### config.mk
export PLATFORM = sky130hd
export DESIGN_NAME = serial_compare_resolver
export DESIGN_NICKNAME = d
export VERILOG_FILES = /design/src/rtl/cmp_pkg.sv /design/src/rtl/bit_counter.sv /design/src/rtl/serial_compare_resolver.sv
export SDC_FILE = /design/constraint.sdc
export NUM_CORES = 1
export LEC_CHECK = 0
export CORE_ASPECT_RATIO = 1.1
export CORE_MARGIN = 2
export CORE_UTILIZATION = 43
export CTS_CLUSTER_SIZE = 24
export DETAILED_ROUTE_END_ITERATION = 8
export PLACE_DENSITY_LB_ADDON = 0.2
export SKIP_CTS_REPAIR_TIMING = 1
export SLEW_MARGIN = 10
export SYNTH_ARGS = -nofsm -noshare
export SYNTH_HDL_FRONTEND = slang
export SYNTH_SLANG_ARGS = --single-unit
### constraint.sdc
create_clock -name clk -period 1.1 [get_ports clk]
set_input_delay 0.275 -clock clk [delete_from_list [all_inputs] [get_ports clk]]
set_output_delay 0.275 -clock clk [all_outputs]
set_load 0.005 [all_outputs]
### src/rtl/cmp_pkg.sv
// Shared constants for the serial magnitude comparator resolver.
// FSM state codes, {gt,eq,lt} result encodings and a one-hot helper.
package cmp_pkg;

  localparam logic [1:0] S_IDLE = 2'd0;
  localparam logic [1:0] S_RUN  = 2'd1;
  localparam logic [1:0] S_DONE = 2'd2;

  localparam logic [2:0] CMP_GT = 3'b100;
  localparam logic [2:0] CMP_EQ = 3'b010;
  localparam logic [2:0] CMP_LT = 3'b001;

  function automatic logic one_hot3(input logic [2:0] v);
    return (v == CMP_GT) || (v == CMP_EQ) || (v == CMP_LT);
  endfunction

endpackage

### src/rtl/bit_counter.sv
// Up-counter of consumed bits with clear, enable and terminal-count flag.
// tc is high while the next enabled edge would consume bit WIDTH.
module bit_counter #(
  parameter int WIDTH = 8,
  parameter int CW    = $clog2(WIDTH + 1)
) (
  input  logic clk,
  input  logic rst,
  input  logic clr,
  input  logic en,
  output logic tc
);

  localparam logic [CW-1:0] LAST = CW'(WIDTH - 1);

  logic [CW-1:0] cnt;

  always_ff @(posedge clk or posedge rst) begin
    if (rst) begin
      cnt <= '0;
    end else if (clr) begin
      cnt <= '0;
    end else if (en) begin
      cnt <= cnt + 1'b1;
    end
  end

  assign tc = (cnt == LAST);

endmodule

### src/rtl/serial_compare_resolver.sv
// Resolves MSB-first per-bit {gt,eq,lt} flags into a registered
// magnitude result with a one-cycle done pulse and sticky error flag.
module serial_compare_resolver
  import cmp_pkg::*;
#(
  parameter int WIDTH      = 8,
  parameter bit EARLY_EXIT = 1'b0
) (
  input  logic clk,
  input  logic rst,
  input  logic start,
  input  logic bit_valid,
  input  logic x_in,
  input  logic y_in,
  input  logic z_in,
  output logic busy,
  output logic done,
  output logic a_gt_b,
  output logic a_eq_b,
  output logic a_lt_b,
  output logic err
);

  logic [1:0] state;
  logic       decided;
  logic [2:0] triple;
  logic       accept;
  logic       consume;
  logic       last;
  logic       hit;
  logic       finish;

  assign triple  = {x_in, y_in, z_in};
  assign accept  = start && (state == S_IDLE || state == S_DONE);
  assign consume = (state == S_RUN) && bit_valid;
  assign hit     = !decided && one_hot3(triple) && !y_in;
  assign finish  = consume && (last || (EARLY_EXIT && hit));

  bit_counter #(
    .WIDTH(WIDTH)
  ) u_cnt (
    .clk(clk),
    .rst(rst),
    .clr(accept),
    .en (consume),
    .tc (last)
  );

  always_ff @(posedge clk or posedge rst) begin
    if (rst) begin
      state   <= S_IDLE;
      busy    <= 1'b0;
      done    <= 1'b0;
      decided <= 1'b0;
      err     <= 1'b0;
      {a_gt_b, a_eq_b, a_lt_b} <= 3'b000;
    end else begin
      done <= 1'b0;
      case (state)
        S_IDLE, S_DONE: begin
          if (accept) begin
            state   <= S_RUN;
            busy    <= 1'b1;
            decided <= 1'b0;
            err     <= 1'b0;
            {a_gt_b, a_eq_b, a_lt_b} <= CMP_EQ;
          end else begin
            state <= S_IDLE;
          end
        end
        S_RUN: begin
          if (consume) begin
            if (!one_hot3(triple)) err <= 1'b1;
            // only the most significant differing bit decides
            if (hit) begin
              decided <= 1'b1;
              {a_gt_b, a_eq_b, a_lt_b} <= triple;
            end
            if (finish) begin
              state <= S_DONE;
              busy  <= 1'b0;
              done  <= 1'b1;
            end
          end
        end
        default: begin
          state <= S_IDLE;
          busy  <= 1'b0;
        end
      endcase
    end
  end

endmodule

==> flow_summary.json <==
{
  "outcome": "complete, but fails checks",
  "violations": "negative setup slack",
  "setup_viol": 7,
  "drt-pass1-iter-count": 4,
  "final_util_pct": 64.6,
  "grt_first_pass_wirelength_mm": 1.98,
  "powerDensity_mw_per_mm2": 1980,
  "ys_warn_count": 0,
  "rsz0062_at_grt": "yes",
  "fin_ws_ns": -0.0453,
  "grt_pass1_vias": 478,
  "synthDistinctLibCells": 30,
  "async_reset_ff_share_pct": 100,
  "hold_violations": 0,
  "dp_cells": 95,
  "clk_latency_ns": 0.28,
  "worst_slew_pin_slew_ns": 0.251,
  "maxCapViolCount": 0,
  "gp_congestion": 0.675,
  "critPathLaunch": "state[0]",
  "synth_cells": 59,
  "cts.sink_count": 13,
  "dr.first_iter.drc_count": 6,
  "cts_tree": "done",
  "fin_total_pwr_mw": 1.77,
  "crit_path_start_kind": "flop",
  "cp_max_fo": 9,
  "ir_worst_vdd_mv": 1.11,
  "synth_ff_type": "dfrtp_1",
  "finalWirelength_mm": 1.25,
  "synth_edf_count": 0,
  "wl_per_cell_um": 12.2,
  "wl_met3_um": 51,
  "cpPeakStageDelay_ns": 0.41,
  "nets": 95,
  "r2r_start": "state[0]",
  "drv_slew": 0,
  "root_buffer": "clkbuf_4",
  "fin_skew_ns": 0.00301,
  "die_w_um": 40.7,
  "min_path_type": "input pin to asynchronous set/reset pin",
  "critPathRequiredTime_ns": 1.30,
  "max_freq_mhz": 873,
  "path_delay_family": "flip-flops",
  "drt-met1-wl_um": 572,
  "chipHeight_um": 44.4,
  "syn_area_per_cell_sq_um": 10.8,
  "clk_pin_slew_ns": 0.08,
  "critPathKind": "flop to flop",
  "slowest_stage": "dfrtp_1",
  "via_count": 528,
  "final_common_cell": "dfrtp_1",
  "route.met2.wl_um": 593,
  "vias_per_cell": 5.18,
  "drive_above_1_share_pct": 36.0,
  "ios": 13,
  "layout.cells.non_filler": 102,
  "synth_nets": 67,
  "worstPathCellList": "and3b_2, buf_12, and3_1, o211ai_1",
  "crit_buf_inv": 1,
  "grt_max_degree": 14,
  "grt_use_total_pct": 17.0,
  "power_leakage_nw": 0.464,
  "antenna_cells": 0,
  "fin_crit_ns": 1.15,
  "htree_levels": 1,
  "fin_crit_sh_pct": 104,
  "die-area_sq_mm": 0.00181,
  "synth_area_sq_um": 638,
  "rows": 14,
  "antenna_found_initial": 0,
  "io_buffers": 12,
  "dpl.hpwl_um": 911,
  "clock_path_buffers": 2,
  "endpoint_kind": "flop",
  "cts_buffers": 3,
  "cp.arrival_ns": 1.35,
  "slew_headroom_pct": 83.2,
  "syn2layout_area_growth_pct": 40.0,
  "core_area_sq_mm": 0.00138,
  "grt_overflow": 0,
  "final_cell_mix": "dfrtp_1 (13), buf_4 (12), nand2_1 (8)",
  "initial_utilization_pct": 46.1,
  "synth_seq_cells": 13,
  "synth-seq-area-share_pct": 51.0,
  "top_layer": "met4",
  "drc": 0,
  "antenna_left": 0
}
==> where the power goes <==
| group | leakage, nW | switching [mW] | total [mW] | internal [mW] |
|---|---|---|---|---|
| Sequential | 0.155 | 0.120 | 0.756 | 0.636 |
| Clock | 0.0150 | 0.156 | 0.297 | 0.141 |
| Combinational | 0.294 | 0.309 | 0.712 | 0.403 |
| Total | 0.464 | 0.585 | 1.77 | 1.18 |
==> cell type report <==
cell class | count | area (sq um)
Clock buffer | 4 | 26.3
Fill cell | 134 | 490
Inverter | 2 | 7.51
Multi-Input combinational cell | 42 | 304
Sequential cell | 13 | 325
Tap cell | 16 | 20.0
Timing Repair Buffer | 25 | 210
==> per-stage QoR <==
stage	setup slack (ns)	hold WS, ns	TNS (ns)	cell area (sq um)
finish	-0.0453	0.281	-0.0979	893
global route	-0.103	0.303	-0.708	893
CTS	-0.343	0.285	-2.34	876
detailed placement	-0.395	0.485	-4.09	850
global placement	-0.361	0.482	-3.91	850
floorplan	0.0315	0.152	0	638
==> cells in the mapped netlist (2+ instances only) <==
cell type | count | area, sq um
mux2i_1 | 2 | 20.0
inv_1 | 2 | 7.51
xor2_1 | 2 | 17.5
nand2_1 | 9 | 33.8
o21ai_0 | 2 | 10.0
o211ai_1 | 2 | 15.0
a21oi_1 | 2 | 10.0
nor2_1 | 3 | 11.3
dfrtp_1 | 13 | 325
nand3_1 | 2 | 10.0
==> kinds of logic after synthesis <==
| kind of cell | synth area share [%] |
|---|---|
| adders and majority gates | 1.96 |
| muxes | 3.14 |
| AOI/OAI and AO/OA | 11.8 |
| and+or+nand+nor | 24.3 |
| DFF | 51.0 |
| buffers and inverters | 3.73 |
| xor gates and xnor gates | 4.12 |
==> final timing paths <==
check                           slack (ns)            to  cells after the start
worst min register to register        0.50        a_eq_b                      1
worst max register to register       -0.05        a_lt_b                      4
min in group clk                      0.33        a_gt_b                      2
worst min-delay path                  0.28       decided                      3
max in group asynchronous             0.66  u_cnt.cnt[3]                      3
worst max-delay path                 -0.05        a_lt_b                      4
==> worst register-to-register path: stages, from the launching register on <==
cell	delay, ns
dfrtp_1	0.41
and3b_2	0.23
buf_12	0.14
and3_1	0.16
o211ai_1	0.14
==> registers in the layout, summed over array words and instances, names as in the netlist <==
name       count
err            1
state          2
decided        1
a_lt_b         1
busy           1
done           1
u_cnt.cnt      4
a_eq_b         1
a_gt_b         1
==> routing by layer <==
| metal | vias to the layer above | GRT usage [%] |
|---|---|---|
| li1 | 264 | - |
| met1 | 248 | 20.5 |
| met2 | 11 | 26.3 |
| met3 | 5 | 4.52 |
| met4 | 0 | 10.0 |
| met5 | - | 0 |
No activity file was read; power rests on OpenSTA's default activity.
